## config.mk

```make
export PLATFORM = sky130hd
export DESIGN_NAME = rr_priority_arbiter
export DESIGN_NICKNAME = d
export VERILOG_FILES = /design/src/rtl/arb_pkg.sv /design/src/rtl/arb_pick.sv /design/src/rtl/rr_priority_arbiter.sv
export SDC_FILE = /design/constraint.sdc
export NUM_CORES = 1
export LEC_CHECK = 0
export BUFFER_PORTS_ARGS = -buffer_cell sky130_fd_sc_hd__buf_2
export CORE_UTILIZATION = 55
export CTS_CLUSTER_DIAMETER = 200
export CTS_CLUSTER_SIZE = 40
export DETAILED_ROUTE_END_ITERATION = 7
export PLACE_DENSITY = 0.77
export SYNTH_ARGS = -nofsm -noshare
export SYNTH_HDL_FRONTEND = slang
export SYNTH_SLANG_ARGS = --single-unit
export TNS_END_PERCENT = 20
```

## constraint.sdc

```tcl
create_clock -name clk -period 2 [get_ports clk]
set_input_delay 0.3 -clock clk [delete_from_list [all_inputs] [get_ports clk]]
set_output_delay 0.3 -clock clk [all_outputs]
set_load 0.05 [all_outputs]
```

## src/rtl/arb_pkg.sv

```systemverilog
// Shared types and helpers for the N-way round-robin / fixed-priority arbiter.
package arb_pkg;

  localparam int unsigned ARB_MAX_N = 32;

  typedef enum logic [0:0] {
    IDLE,
    GRANT
  } arb_state_e;

  // Index of the set bit in a one-hot (or all-zero) vector; all-zero maps to 0.
  function automatic logic [4:0] onehot_to_idx(input logic [ARB_MAX_N-1:0] onehot);
    logic [4:0] idx;
    idx = '0;
    for (int i = 0; i < ARB_MAX_N; i++) begin
      if (onehot[i]) idx = idx | 5'(i);
    end
    return idx;
  endfunction

endpackage

```

## src/rtl/arb_pick.sv

```systemverilog
// Combinational picker: first eligible bit searching upward from i_base, wrapping at N-1.
module arb_pick #(
  parameter int unsigned N   = 4,
  parameter int unsigned IDW = $clog2(N)
) (
  input  logic [N-1:0]   i_eligible,
  input  logic [IDW-1:0] i_base,
  output logic [N-1:0]   o_winner,
  output logic           o_found
);

  always_comb begin
    logic        w_found;
    int unsigned w_idx;
    o_winner = '0;
    w_found  = 1'b0;
    for (int unsigned i = 0; i < N; i++) begin
      w_idx = int'(i_base) + i;
      if (w_idx >= N) w_idx = w_idx - N;
      if (!w_found && i_eligible[w_idx]) begin
        o_winner[w_idx] = 1'b1;
        w_found         = 1'b1;
      end
    end
    o_found = w_found;
  end

endmodule

```

## src/rtl/rr_priority_arbiter.sv

```systemverilog
// N-way arbiter with runtime round-robin / fixed priority, grant locking and a bounded hold time.
module rr_priority_arbiter
  import arb_pkg::*;
#(
  parameter int unsigned N        = 4,
  parameter int unsigned MAX_HOLD = 4,
  parameter int unsigned IDW      = $clog2(N)
) (
  input  logic           clk,
  input  logic           reset,
  input  logic [N-1:0]   req,
  input  logic           mode_rr,
  output logic [N-1:0]   gnt,
  output logic           gnt_valid,
  output logic [IDW-1:0] gnt_id
);

  localparam int unsigned   HW       = $clog2(MAX_HOLD + 1);
  localparam logic [HW-1:0] HoldLast = HW'(MAX_HOLD - 1);

  arb_state_e     r_state, w_state_nxt;
  logic [N-1:0]   r_gnt, w_gnt_nxt;
  logic [IDW-1:0] r_gnt_id, w_gnt_id_nxt;
  logic [IDW-1:0] r_ptr, w_ptr_nxt;
  logic [HW-1:0]  r_hold, w_hold_nxt;

  logic [N-1:0]   w_eligible;
  logic [N-1:0]   w_winner;
  logic           w_found;
  logic [IDW-1:0] w_base;
  logic [IDW-1:0] w_win_id;
  logic           w_owner_req;
  logic           w_hold_done;
  logic           w_take_new;

  // The current owner is never eligible; in IDLE r_gnt is zero so all requests compete.
  assign w_eligible  = req & ~r_gnt;
  assign w_base      = mode_rr ? r_ptr : '0;
  assign w_owner_req = |(req & r_gnt);
  assign w_hold_done = (r_hold == HoldLast);
  assign w_win_id    = IDW'(onehot_to_idx(ARB_MAX_N'(w_winner)));

  arb_pick #(
    .N  (N),
    .IDW(IDW)
  ) u_pick (
    .i_eligible(w_eligible),
    .i_base    (w_base),
    .o_winner  (w_winner),
    .o_found   (w_found)
  );

  always_comb begin
    w_state_nxt  = r_state;
    w_gnt_nxt    = r_gnt;
    w_gnt_id_nxt = r_gnt_id;
    w_ptr_nxt    = r_ptr;
    w_hold_nxt   = r_hold;
    w_take_new   = 1'b0;

    unique case (r_state)
      IDLE: begin
        if (w_found) w_take_new = 1'b1;
      end
      GRANT: begin
        if (!w_owner_req || w_hold_done) begin
          if (w_found) begin
            w_take_new = 1'b1;
          end else if (!w_owner_req) begin
            w_state_nxt  = IDLE;
            w_gnt_nxt    = '0;
            w_gnt_id_nxt = '0;
            w_hold_nxt   = '0;
          end else begin
            // Hold limit reached but nobody else is waiting: owner keeps it, counter wraps.
            w_hold_nxt = '0;
          end
        end else begin
          w_hold_nxt = r_hold + 1'b1;
        end
      end
      default: begin
        w_state_nxt  = IDLE;
        w_gnt_nxt    = '0;
        w_gnt_id_nxt = '0;
        w_hold_nxt   = '0;
      end
    endcase

    if (w_take_new) begin
      w_state_nxt  = GRANT;
      w_gnt_nxt    = w_winner;
      w_gnt_id_nxt = w_win_id;
      w_hold_nxt   = '0;
      w_ptr_nxt    = (w_win_id == IDW'(N - 1)) ? '0 : w_win_id + 1'b1;
    end
  end

  always_ff @(posedge clk) begin
    if (reset) begin
      r_state  <= IDLE;
      r_gnt    <= '0;
      r_gnt_id <= '0;
      r_ptr    <= '0;
      r_hold   <= '0;
    end else begin
      r_state  <= w_state_nxt;
      r_gnt    <= w_gnt_nxt;
      r_gnt_id <= w_gnt_id_nxt;
      r_ptr    <= w_ptr_nxt;
      r_hold   <= w_hold_nxt;
    end
  end

  assign gnt       = r_gnt;
  assign gnt_valid = |r_gnt;
  assign gnt_id    = r_gnt_id;

endmodule

```

==> results <==
- Yosys printed 0 warnings.
- The number of DRC violations after detailed-routing iteration 0 is 23.
- In the final routed layout, each cell accounts on average for 15.77 um.
- The number of antenna violations at the first check in global routing is 0.
- In this run, CTS created clock tree buffers numbering 3.
- In this run the power spent charging and discharging nets is 0.4494 mW.
- The worst register-to-register path has a setup slack of 0.16 ns.
- 0 antenna diodes ended up in the layout.
- The synthesized netlist devotes 2.561% of its cell area to adder and majority cells.
- VDD sags by at most 584.1 uV.
- The detail-routed via count per cell is 6.486.
- After the last flow step, the layout net total stands at 135.
- The peak fanout along the critical path is 5.
- The count of nets left with antenna violations once routing finished came out at 0.
- The net count after synthesis is 122.
- The via count of the first global-routing pass came to 849.
- After Yosys synthesis, XOR and XNOR cells account for 1.665% of the synthesized area.
- The synthesized area divided by synthesized cell count is 8.648 um2.
- After technology mapping, the gate count stands at 113.
- The maximum clock frequency is 542.9 MHz.
- The floorplan step defined a core boundary enclosing 0.001577 mm2.
- The library cell contributing the largest single delay on the critical path is sky130_fd_sc_hd__a21oi_1.
- The number of iterations in the first detailed-routing pass is 6.
- For the pin with the worst max-slew slack, the measured transition is 0.4368 ns.
- The sum of overflow across all layers after global routing is 0.
- The final weighted congestion in routability-driven placement is 0.9251.
- The worst setup path is captured at a flop.
- Of the total synthesized cell area, the portion taken by AND, OR, NAND and NOR gates is 35.60%.
- The final cell count without fillers is 140.
- The distinct cell type count of the synthesized netlist is 47.
- The internal portion of the total power is 0.5162 mW.
- STA puts the critical path data required time at 2.16 ns.
- For this configuration, the core starts out at a cell density of 61.98%.
- At the later pin of the worst-skew pair, clock insertion delay measures 0.27 ns.
- Counting along the longest clock path gives a buffer depth of 2.
- The quantity of I/O buffers inserted on ports is 13.
- The total count of hold-check failures in the final report was 0.
- The first-pass GRT wire length is 3.657 mm.
- Entering global routing, the biggest net connects 16 pins.
- The cell seen most often among critical-path stages is sky130_fd_sc_hd__ha_1.
- The share of total power dissipated in the clock network is 14.7%.
- By area the synthesized netlist is led by sky130_fd_sc_hd__dfxtp_1, sky130_fd_sc_hd__nand3_1, sky130_fd_sc_hd__buf_6.
- The residual DRC count is 0.
- The category of the most critical setup path is flop to flop.
- The most common flop cell mapped by yosys is sky130_fd_sc_hd__dfxtp_1.
- The synthesis-to-layout area growth is 6.274%.
- The proportion of layout cells with a drive suffix above 1 is 26.61%.
- The H-tree depth is 1.
- For this run, the total global-route usage over all layers was measured as 25.15%.
- The synthesized netlist occupies a cell area of 977.2 um2.
- For this run, the register share of the synthesized area comes to 24.58%.
- The total negative slack is 0 ns.
- Of all flip-flops after synthesis, the portion carrying an async set or reset was 0%.
- Once placement completed, the tool counted placed cells totaling 137.
- The site row count is 14.
- After synthesis the netlist holds a flip-flop and latch count of 12.
- The synthesized-area fraction occupied by ao, oa, aoi and oai cells is 27.40%.
- The arrival time of the worst setup path is 2.00 ns.
- The run finished with clean final reports.
- Traced cell by cell, the critical path runs through ha_1 > ha_1 > nand2b_1 > a21oi_1 > or2_4 > nor3_1 > a32o_1.
- Setup violations remaining at the end of the flow were counted as 0.
- The post-cts resize count is 0.
- Measured against its own limit, the worst slew margin works out to 70.84%.
- The number of sinks handled by clock tree synthesis is 12.
- The root buffer cell is sky130_fd_sc_hd__clkbuf_4.
- The max-slew violation total from the final report is 0.
- The switching part of the total power is 46.54%.
- The part of the power in registers is 35.1%.
- The fraction of synthesized cell area taken by the top area cell type is 24.58%.
- The width of the die is 44.15 um.
- The number of buffers inserted by post-CTS setup repair is 0.
- The die covers 0.001949 mm2.
- Setup repair after global routing left no endpoint under its margin.
- Measured along the y axis, the die boundary spans 44.15 um.
- Clock skew on the completed layout was measured at 0.0007574 ns.
- The cell leakage power is 0.4023 nW.
- The number of top-level design ports is 14.
- The power density relative to cell area is 929.8 mW/mm2.
- Multiplexer cells account for 0% of the synthesized area.
- After synthesis, the largest family of logic cells by area is simple AND/OR/NAND/NOR gates.
- Buffers inserted to repair hold after CTS numbered 0.
- The number of synthesized flops with an enable pin is 0.
- The worst hold path belongs to the class input port to flop.
- The post-layout minimum cycle time is 1.842 ns.
- The relative contribution of combinational cells to total power is 50.1%.
- The delay contributed by the slowest stage of the critical path is 0.34 ns.
- After legalization and detailed placement, the total HPWL measured 1.680 mm.
- After layout, the worst path uses 92.10% of the clock period.
- Max-cap violations in this run came to 0.
- The kind of start point of the critical path is a flop.
- The clock transition at the register clock pins on the worst setup and hold paths after CTS is 0.07 ns.
- The clock tree from TritonCTS is done.
- The cell taking the most area after synthesis is sky130_fd_sc_hd__dfxtp_1.
- Wires add up to 2.208 mm.
- The detailed-route via count is 908.
cell usage in the layout, fill, tap and decap left out, drive strengths merged, types with 2 or more instances in the layout:
| master | instances |
|---|---|
| nand2b | 3 |
| a21oi | 6 |
| a211oi | 2 |
| nor2 | 6 |
| a21o | 2 |
| a22oi | 3 |
| nor3 | 2 |
| nand3 | 10 |
| dfxtp | 12 |
| o21ai | 6 |
| nand4 | 2 |
| clkbuf | 3 |
| and2 | 3 |
| nor2b | 7 |
| o31ai | 2 |
| or2b | 2 |
| nand2 | 9 |
| buf | 17 |
| a31oi | 3 |
| nor4 | 3 |
| nand3b | 2 |
| ha | 2 |
| a32o | 2 |
stage by stage:
stage	cell area [um2]	total power, mW	hold slack [ns]	worst slack (ns)	util (%)
2_1_floorplan	977.2	0.7446	0.4394	0.1812	-
3_3_place_gp	1016	0.8171	0.4719	0.2158	64.44
3_5_place_dp	1016	0.8204	0.4711	0.2014	64.44
4_1_cts	1039	0.9638	0.3612	0.1762	65.87
5_1_grt	1039	1.020	0.3817	0.02863	65.87
6_report	1039	0.9656	0.3713	0.1580	65.87
state kept, by name, indices dropped and copies added, names as in the netlist:
signal / count
gnt: 4
gnt_id: 2
r_hold: 3
r_ptr: 2
r_state: 1
worst max-delay path, delay by kind of cell, from the launching register on:
| kind | cells | cell delay (ns) |
|---|---|---|
| and+or+nand+nor | 3 | 0.47 |
| adders and majority gates | 2 | 0.37 |
| DFF | 1 | 0.33 |
| AOI/OAI and AO/OA | 2 | 0.57 |
layer usage:
metal	share of wire, %	wire [um]	global-route usage (%)
met1	46	1022	31.31
met2	49	1090	40.59
met3	2.3	50	2.857
met4	2.0	44	16.97
met5	0	0	0
synthesized netlist by cell type, drive strengths merged, types with 3 or more instances:
cell type / count
a22oi: 3
dfxtp: 12
nor2: 6
nor4: 3
nand2b: 3
nand3: 10
a21oi: 6
and2: 3
buf: 8
nor2b: 7
o21ai: 6
nand2: 9
a31oi: 3
cell families (layout without fill, tap and decap cells):
| kind of cell | Yosys count | after routing |
|---|---|---|
| adders and majority gates | 2 | 2 |
| buffers and inverters | 10 | 21 |
| xor gates and xnor gates | 1 | 1 |
| and+or+nand+nor | 54 | 54 |
| AOI/OAI and AO/OA | 34 | 34 |
| DFF | 12 | 12 |
cell type report:
| class | instances | area (um2) |
|---|---|---|
| well taps | 16 | 20.02 |
| multi-input cells | 91 | 656.9 |
| fillers | 131 | 538.0 |
| repair buffers | 17 | 95.09 |
| clock buffers | 3 | 22.52 |
| inverters | 1 | 3.754 |
| flip-flops and latches | 12 | 240.2 |
power groups by stage:
stage | combinational, mW | sequential, mW | clock, mW
after floorplan | 0.363 | 0.381 | 0
after global placement | 0.474 | 0.343 | 0
after detailed placement | 0.477 | 0.344 | 0
after CTS | 0.479 | 0.338 | 0.147
after global routing | 0.522 | 0.345 | 0.153
final | 0.484 | 0.339 | 0.142
path summary, 6_finish.rpt:
check,from,endpoint,cells past startpoint
worst min-delay path,reset,r_hold[2]$_SDFFE_PP0P_,2
worst min register to register,r_hold[0]$_SDFFE_PP0P_,r_hold[0]$_SDFFE_PP0P_,1
worst max register to register,r_hold[0]$_SDFFE_PP0P_,gnt[0]$_SDFFE_PP0P_,7
worst max-delay path,r_hold[0]$_SDFFE_PP0P_,gnt[0]$_SDFFE_PP0P_,7
Power figures use the tool's default switching activity.
